==> src/rtl/car_parking_exit.sv <==
// Exit-side parking controller: code check, gate, occupancy and status display.
// Define PARK_EXIT_TIMEOUT_EN to close the gate when no car leaves within TIMEOUT cycles.
module car_parking_exit #(
  parameter int unsigned CAPACITY  = 8,
  parameter int unsigned CODE_WAIT = 4,
  parameter int unsigned TIMEOUT   = 16,
  parameter logic [1:0]  EXIT_CODE = 2'b11
) (
  input  logic       clk,
  input  logic       reset_n,
  input  logic       inner_sensor,
  input  logic       outer_sensor,
  input  logic [1:0] exit_code,
  input  logic       car_entered,
  output logic       gate_open,
  output logic       green_led,
  output logic       red_led,
  output logic [6:0] hex_1,
  output logic [6:0] hex_2,
  output logic [3:0] occupancy,
  output logic       lot_full,
  output logic       lot_empty
);

  // One width fits both the code-wait counter and the open timer.
  localparam int unsigned CMAX =
    (CODE_WAIT > TIMEOUT) ? CODE_WAIT : TIMEOUT;
  localparam int CW = $clog2(CMAX + 1);
  localparam logic [3:0] CAP4 = 4'(CAPACITY);

  localparam logic [6:0] SEG_OFF = 7'b1111111;
  localparam logic [6:0] SEG_E   = 7'b0000110;
  localparam logic [6:0] SEG_T   = 7'b0000111;
  localparam logic [6:0] SEG_6   = 7'b0000010;
  localparam logic [6:0] SEG_0   = 7'b1000000;
  localparam logic [6:0] SEG_5   = 7'b0010010;
  localparam logic [6:0] SEG_P   = 7'b0001100;

  typedef enum logic [2:0] {
    IDLE,
    WAIT_CODE,
    DENY,
    OPEN,
    ALARM
  } state_t;

  state_t        state;
  logic [CW-1:0] wait_cnt;
`ifdef PARK_EXIT_TIMEOUT_EN
  logic [CW-1:0] open_timer;
`endif
  logic          code_ok;
  logic          exit_evt;
  logic [3:0]    occ_next;

  assign code_ok  = (exit_code == EXIT_CODE);
  assign exit_evt = (state == OPEN) &&
                    outer_sensor && !inner_sensor;

  // Simultaneous entry and exit cancel out.
  always_comb begin
    occ_next = occupancy;
    if (car_entered && !exit_evt) begin
      if (occupancy != CAP4)
        occ_next = occupancy + 4'd1;
    end else if (exit_evt && !car_entered) begin
      if (occupancy != 4'd0)
        occ_next = occupancy - 4'd1;
    end
  end

  always_ff @(posedge clk or negedge reset_n) begin
    if (!reset_n) begin
      state      <= IDLE;
      wait_cnt   <= '0;
`ifdef PARK_EXIT_TIMEOUT_EN
      open_timer <= '0;
`endif
      gate_open  <= 1'b0;
      green_led  <= 1'b0;
      red_led    <= 1'b0;
      hex_1      <= SEG_OFF;
      hex_2      <= SEG_OFF;
      occupancy  <= 4'd0;
      lot_full   <= 1'b0;
      lot_empty  <= 1'b1;
    end else begin
      wait_cnt   <= '0;
`ifdef PARK_EXIT_TIMEOUT_EN
      open_timer <= '0;
`endif
      unique case (state)
        IDLE: begin
          if (inner_sensor)
            state <= WAIT_CODE;
        end
        WAIT_CODE: begin
          if (wait_cnt == CW'(CODE_WAIT - 1))
            state <= code_ok ? OPEN : DENY;
          else
            wait_cnt <= wait_cnt + 1'b1;
        end
        DENY: begin
          if (code_ok)
            state <= OPEN;
          else if (!inner_sensor)
            state <= IDLE;
        end
        OPEN: begin
          if (inner_sensor && outer_sensor)
            state <= ALARM;
          else if (outer_sensor)
            state <= IDLE;
`ifdef PARK_EXIT_TIMEOUT_EN
          else if (open_timer == CW'(TIMEOUT - 1))
            state <= IDLE;
          else
            open_timer <= open_timer + 1'b1;
`endif
        end
        ALARM: begin
          if (code_ok)
            state <= OPEN;
        end
        default: state <= IDLE;
      endcase

      // Indicators follow the state one cycle late.
      unique case (state)
        WAIT_CODE: begin
          gate_open <= 1'b0;
          green_led <= 1'b0;
          red_led   <= 1'b1;
          hex_1     <= SEG_E;
          hex_2     <= SEG_T;
        end
        DENY: begin
          gate_open <= 1'b0;
          green_led <= 1'b0;
          red_led   <= ~red_led;
          hex_1     <= SEG_E;
          hex_2     <= SEG_E;
        end
        OPEN: begin
          gate_open <= 1'b1;
          green_led <= ~green_led;
          red_led   <= 1'b0;
          hex_1     <= SEG_6;
          hex_2     <= SEG_0;
        end
        ALARM: begin
          gate_open <= 1'b0;
          green_led <= 1'b0;
          red_led   <= ~red_led;
          hex_1     <= SEG_5;
          hex_2     <= SEG_P;
        end
        default: begin
          gate_open <= 1'b0;
          green_led <= 1'b0;
          red_led   <= 1'b0;
          hex_1     <= SEG_OFF;
          hex_2     <= SEG_OFF;
        end
      endcase

      occupancy <= occ_next;
      lot_full  <= (occ_next == CAP4);
      lot_empty <= (occ_next == 4'd0);
    end
  end

endmodule

==> config.mk <==
export PLATFORM = sky130hd
export DESIGN_NAME = car_parking_exit
export DESIGN_NICKNAME = d
export VERILOG_FILES = /design/src/rtl/car_parking_exit.sv
export SDC_FILE = /design/constraint.sdc
export NUM_CORES = 1
export LEC_CHECK = 0
export BUFFER_PORTS_ARGS = -buffer_cell sky130_fd_sc_hd__buf_2
export CORE_UTILIZATION = 45
export DETAILED_ROUTE_END_ITERATION = 10
export PLACE_DENSITY = 0.74
export SETUP_SLACK_MARGIN = 0.4
export SKIP_LAST_GASP = 1
export SYNTH_ARGS = -nofsm -noshare
export SYNTH_HDL_FRONTEND = slang
export SYNTH_SLANG_ARGS = --single-unit
==> constraint.sdc <==
create_clock -name clk -period 1.7 [get_ports clk]
set_input_delay 0.34 -clock clk [delete_from_list [all_inputs] [get_ports clk]]
set_output_delay 0.34 -clock clk [all_outputs]
set_load 0.01 [all_outputs]
==> impl_metrics.csv, run 1 <==
group,metric,value,unit
detailed_routing,firstDrtPassIters,4,
layout,area_delta_synth_final,52.70,%
logic_synthesis,synth_cell_types,41,
clock_network,htreeDepth,1,
worst_setup_path,cp.required,1.92,ns
detailed_routing,wl,3184,um
worst_setup_path,cp.arrival,2.03,ns
logic_synthesis,ys_seq_area_frac,0.4854,
clock_network,clockRootBuffer,"clkbuf_4",
sta,slew_viol_final,0,
layout,drive_gt1_frac,0.6424,
power,leakagePower,0.8092,nW
sta,min_period,1.818,ns
die,chipWidth,53.72,um
global_route,grt_pass1_wl,4457,um
worst_setup_path,crit_fanout,5,
place,io_buffers,28,
global_route,grt_max_degree,24,
layout,nets,176,
sta,fin_crit_sh,1.069,
global_route,grt_pass1_vias,1011,
die,dieArea,2886,um^2
power,power,3.301,mW
global_route,antenna_found_initial,0,
status,failed_checks,"negative setup slack",
sta,tns,-0.1861,ns
logic_synthesis,synth-seq-cells,23,
place,placedCellCount,174,
worst_setup_path,cp-start-kind,"flop",
worst_setup_path,crit_family,"simple AND/OR/NAND/NOR gates",
clock_network,cts_buffers,3,
die,io_pins,30,
die,row_count,18,
logic_synthesis,synth-edff-count,0,
status,outcome,"finished with violations",
sta,finalSetupViolCount,2,
worst_setup_path,critPathBufInv,0,
logic_synthesis,postSynth.asyncResetShare,1.000,
layout,final_common_cell,"buf_6",
clock_network,clk_path_buf_depth,2,
sta,finClkSkew,0.001222,ns
worst_setup_path,cp_slowest_cell,"or4_4",
logic_synthesis,syn_avg_cell_area,10.03,um^2
place,place_congestion,0.8564,
sta,fin_ws,-0.1176,ns
detailed_routing,vias,1094,
logic_synthesis,synthCells,120,
clock_network,clkLatencyLatePin,0.30,ns
place,preCtsSetupSlack,-0.05102,ns
detailed_routing,drtAntennaViolNets,0,
clock_network,clock_sinks,23,
layout,antennaDiodeCount,0,
sta,finalHoldViolations,0,
place,hpwl,1816,um
worst_setup_path,cp_slowest_stage_delay,0.57,ns
layout,final_cells,195,
die,core-area,2500,um^2
sta,fmax,550.2,MHz
global_route,overflow,0,
clock_network,cts_tree,"done",
sta,rsz0062_at_grt,"yes",
detailed_routing,wl_per_cell,16.33,um
worst_setup_path,end_kind,"flop",
worst_setup_path,crit_type,"flop to flop",
flow_run,maxCapViolations,0,
logic_synthesis,ys_warn_count,0,
detailed_routing,drc,0,
power,irDropWorstVdd,0.001273,V
logic_synthesis,synthFlopType,"dfrtp_1",
logic_synthesis,syn_area,1204,um^2
die,die-height,53.72,um
worst_setup_path,crit_chain,"or4_4, nor3_2, o21ai_1, o31a_2, nor4_2",
layout,final_cell_mix,"buf_6 (23), buf_4 (18), buf_2 (12)",
die,start_util,0.4815,
global_route,grt_use_total,0.2157,
power,power.density,1796,nW/um^2
detailed_routing,drtIter0Drc,21,
min_path,hold_path_class,"primary input to flop",
clock_network,clk_pin_slew,0.12,ns
logic_synthesis,syn_nets,130,
detailed_routing,viasPerCell,5.610,
## cell usage after synthesis (3+ instances only)
library cell   n  share of area
o21ai_0        8          0.033
ha_1           3          0.031
nor3_1         6          0.025
nand2_1        6          0.019
inv_1          7          0.022
nor2b_1        4          0.021
clkbuf_1       3         0.0094
dfstp_2        7           0.15
o22ai_1        4          0.021
nor2_1         8          0.025
dfrtp_1       16           0.33
buf_4          8          0.050
a21oi_1        5          0.021
## state kept, by name, indices dropped and copies added, names as in the netlist
signal     flops
lot_full       1
occupancy      4
gate_open      1
state          3
wait_cnt       5
red_led        1
green_led      1
lot_empty      1
hex_2          6
## stage by stage
step | hold WS [ns] | cell area (um^2) | util
finish | 0.3709 | 1838 | 0.7352
global route | 0.3646 | 1838 | 0.7352
CTS | 0.3509 | 1712 | 0.6847
detailed placement | 0.3373 | 1401 | 0.5606
global placement | 0.3212 | 1401 | 0.5606
floorplan | 0.04441 | 1266 | -
## final timing paths
check,from,endpoint,slack (ns),cells past startpoint
worst min register to register,green_led,green_led,0.45,1
worst min-delay path,exit_code[1],state[1],0.37,3
worst max register to register,occupancy[1],lot_empty,-0.12,5
worst max-delay path,occupancy[1],lot_empty,-0.12,5
min in group asynchronous,reset_n,wait_cnt[4],0.51,2
max in group asynchronous,reset_n,occupancy[0],0.83,2
## where the power goes
| group | internal [mW] | leakage (nW) | switching, mW | total [mW] |
|---|---|---|---|---|
| clock | 0.0914 | 0.0150 | 0.155 | 0.247 |
| combinational | 1.12 | 0.522 | 0.913 | 2.03 |
| sequential | 0.801 | 0.272 | 0.223 | 1.02 |
| total | 2.01 | 0.809 | 1.29 | 3.30 |
## worst register-to-register path, cell delays in order, from the launching register on
cell and delay (ns):
dfrtp_2 0.49, or4_4 0.57, nor3_2 0.12, o21ai_1 0.10, o31a_2 0.15, nor4_2 0.30
## layout make-up
type | count | area (um^2)
Tap cell | 30 | 37.54
Timing Repair Buffer | 55 | 479.2
Fill cell | 177 | 661.9
Inverter | 7 | 26.28
Sequential cell | 23 | 590.6
Clock buffer | 4 | 26.28
Multi-Input combinational cell | 76 | 678.2
## metal layers
metal	global-route usage	part of all wire	up-vias
met5	0	0	-
met4	0.1009	0.029	0
met3	0.03107	0.044	8
met2	0.3745	0.52	51
met1	0.2593	0.41	532
li1	-	-	503
## repair_timing
item	in CTS	in global routing
pin swaps	10	10
buffers inserted	7	9
cloned	0	0
hold buffers	1	0
endpoints found under the setup margin	25	29
hold endpoints to repair	16	0
gates resized for setup	42	16
## logic make-up (layout without fill, tap and decap cells)
kind of cell    Yosys count  count (layout)  synth area share
xor+xnor                  4               4           0.02911
fa+ha+maj                 3               3           0.03119
compound gates           26              26            0.1310
other cells               1               1          0.003116
simple gates             41              41            0.2121
buf+inv                  21              66           0.09876
flops                    23              23            0.4854
mux                       1               1          0.009355
Power figures use the tool's default switching activity.
==> run 2: changes to the inputs <==
--- a/config.mk
+++ b/config.mk
@@ -6,6 +6,7 @@
 export NUM_CORES = 1
 export LEC_CHECK = 0
 export BUFFER_PORTS_ARGS = -buffer_cell sky130_fd_sc_hd__buf_2
+export CAP_MARGIN = 10
 export CORE_UTILIZATION = 45
 export DETAILED_ROUTE_END_ITERATION = 10
 export PLACE_DENSITY = 0.74
==> constraint.sdc (replaced) <==
create_clock -name clk -period 1.5 [get_ports clk]
set_input_delay 0.3 -clock clk [delete_from_list [all_inputs] [get_ports clk]]
set_output_delay 0.3 -clock clk [all_outputs]
set_load 0.01 [all_outputs]
==> run 2 against run 1 <==
  * The flow still finishes with violations (negative setup slack)
  * Sequential share of layout area down 1.6 points
  * Sequential power up 13%
  * First-iteration DRC count unchanged
==> impl_metrics.csv, run 2 (synthesis gave the netlist of run 1 again) <==
group,metric,value,unit
clock_network,cts_tree,"done",
worst_setup_path,cp_slowest_stage_delay,0.43,ns
place,place_congestion,0.8144,
layout,regArea,591.8,um^2
worst_setup_path,crit_chain,"and4b_1, nand2_2, a221oi_2, o22ai_2, nor4b_2",
clock_network,htreeDepth,1,
detailed_routing,firstDrtPassIters,4,
layout,final_cell_mix,"buf_4 (28), buf_6 (23), buf_2 (11)",
flow_run,maxCapViolations,0,
clock_network,clkLatencyLatePin,0.31,ns
sta,fin_ws,-0.2408,ns
detailed_routing,wl_met2,1701,um
die,die-height,53.72,um
sta,slew_viol_final,0,
layout,nets,184,
die,start_util,0.4815,
sta,rsz0062_at_grt,"yes",
worst_setup_path,cp_slowest_cell,"dfrtp_1",
die,core-area,2500,um^2
layout,antennaDiodeCount,0,
power,power,3.848,mW
power,leakagePower,0.8598,nW
worst_setup_path,end_kind,"flop",
status,failed_checks,"negative setup slack",
clock_network,clockRootBuffer,"clkbuf_4",
sta,finalHoldViolations,0,
clock_network,clk_path_buf_depth,2,
place,placed_cell_area,1434,um^2
place,hpwl,1783,um
die,io_pins,30,
sta,finalSetupViolCount,5,
layout,postLayoutCoreUtil,0.7743,
worst_setup_path,cp-start-kind,"flop",
place,io_buffers,28,
detailed_routing,drtIter0Drc,21,
status,outcome,"finished with violations",
global_route,antenna_found_initial,0,
sta,min_period,1.741,ns
global_route,grt_pass1_vias,1023,
die,row_count,18,
clock_network,cts_buffers,3,
global_route,grt_pass1_wl,4560,um
worst_setup_path,cp.required,1.71,ns
worst_setup_path,crit_type,"flop to flop",
detailed_routing,wl_per_cell,14.85,um
min_path,hold_path_class,"primary input to flop",
detailed_routing,drc,0,
layout,final_cell_area,1936,um^2
worst_setup_path,cp.arrival,1.95,ns
sta,fmax,574.4,MHz
detailed_routing,vias,1083,
detailed_routing,met1Wirelength,1219,um
die,dieArea,2886,um^2
detailed_routing,viasPerCell,5.335,
worst_setup_path,cp.depth,5,
min_path,min_delay_path_depth,4,
place,placedCellCount,176,
layout,area_delta_synth_final,60.81,%
layout,top_regs,"hex_2 (6), wait_cnt (5), occupancy (4)",
sta,finClkSkew,0.01429,ns
layout,multi_input_comb_area,716.9,um^2
layout,drive_gt1_frac,0.6994,
layout,top_register,"hex_2",
sta,relSlewSlack,0.6565,
die,chipWidth,53.72,um
detailed_routing,wl,3014,um
power,irDropWorstVdd,0.001247,V
power,power.density,1988,nW/um^2
worst_setup_path,crit_family,"simple AND/OR/NAND/NOR gates",
layout,final_common_cell,"buf_4",
detailed_routing,drtAntennaViolNets,0,
detailed_routing,topRoutingLayerUsed,"met4",
clock_network,clk_pin_slew,0.13,ns
clock_network,clock_sinks,23,
place,preCtsSetupSlack,-0.2964,ns
sta,fin_crit_sh,1.161,
layout,largest_reg_flops,6,
worst_setup_path,crit_fanout,6,
worst_setup_path,critPathBufInv,0,
detailed_routing,wl_met3,65,um
layout,nFillCells,151,
global_route,grt_max_degree,24,
worst_setup_path,reg2reg_depth,5,
global_route,overflow,0,
global_route,grt_use_total,0.2272,
layout,final_cells,203,
sta,worstMarginPinSlew,0.5153,ns
## run 2: cell types whose count changed in the layout (fill, tap and decap cells not counted), sizes merged
cell  delta
buf      +8
## run 2: worst min-delay path, delay by kind of cell
kind / cells / cell delay (ns)
compound gates: 2 / 0.13
buf+inv: 1 / 0.14
simple gates: 1 / 0.05
## run 2: cell type report
cell class / count / share of cell area
Multi-Input combinational cell: 76 / 0.3704
Sequential cell: 23 / 0.3058
Timing Repair Buffer: 63 / 0.2760
Tap cell: 30 / 0.01939
Inverter: 7 / 0.01487
Clock buffer: 4 / 0.01357
## run 2: per-stage QoR
stage | hold WS (ns) | TNS (ns)
3_5_place_dp | 0.3045 | -0.7987
5_1_grt | 0.3507 | -1.227
6_report | 0.3347 | -0.9222
4_1_cts | 0.3180 | -0.4438
3_3_place_gp | 0.2925 | -0.5863
2_1_floorplan | 0.004409 | -0.2350
## run 2: where the power goes
group	leakage (nW)	switching, mW	internal, mW	total [mW]
Sequential	0.271	0.241	0.910	1.15
Combinational	0.574	1.05	1.37	2.41
Clock	0.0150	0.180	0.104	0.284
Total	0.860	1.47	2.38	3.85
## run 2: repair_timing
item                                    in CTS  in global routing
buffers inserted                            16                  6
hold buffers                                 1                  0
endpoints found under the setup margin      43                 45
hold endpoints to repair                    16                  0
resized for setup                           54                 10
pin swaps                                   11                  4
## run 2: path summary, 6_finish.rpt
check / startpoint / end / slack (ns)
max: state[2] / lot_full / -0.24
min: outer_sensor / state[0] / 0.33
max reg2reg: state[2] / lot_full / -0.24
min reg2reg: green_led / green_led / 0.43
max in group asynchronous: reset_n / occupancy[1] / 0.64
min in group asynchronous: reset_n / gate_open / 0.48
## run 2: metal layers
| metal | track usage | vias up |
|---|---|---|
| met4 | 0.1184 | 0 |
| met5 | 0 | - |
| met2 | 0.3951 | 28 |
| met1 | 0.2690 | 532 |
| met3 | 0.03107 | 2 |
| li1 | - | 521 |
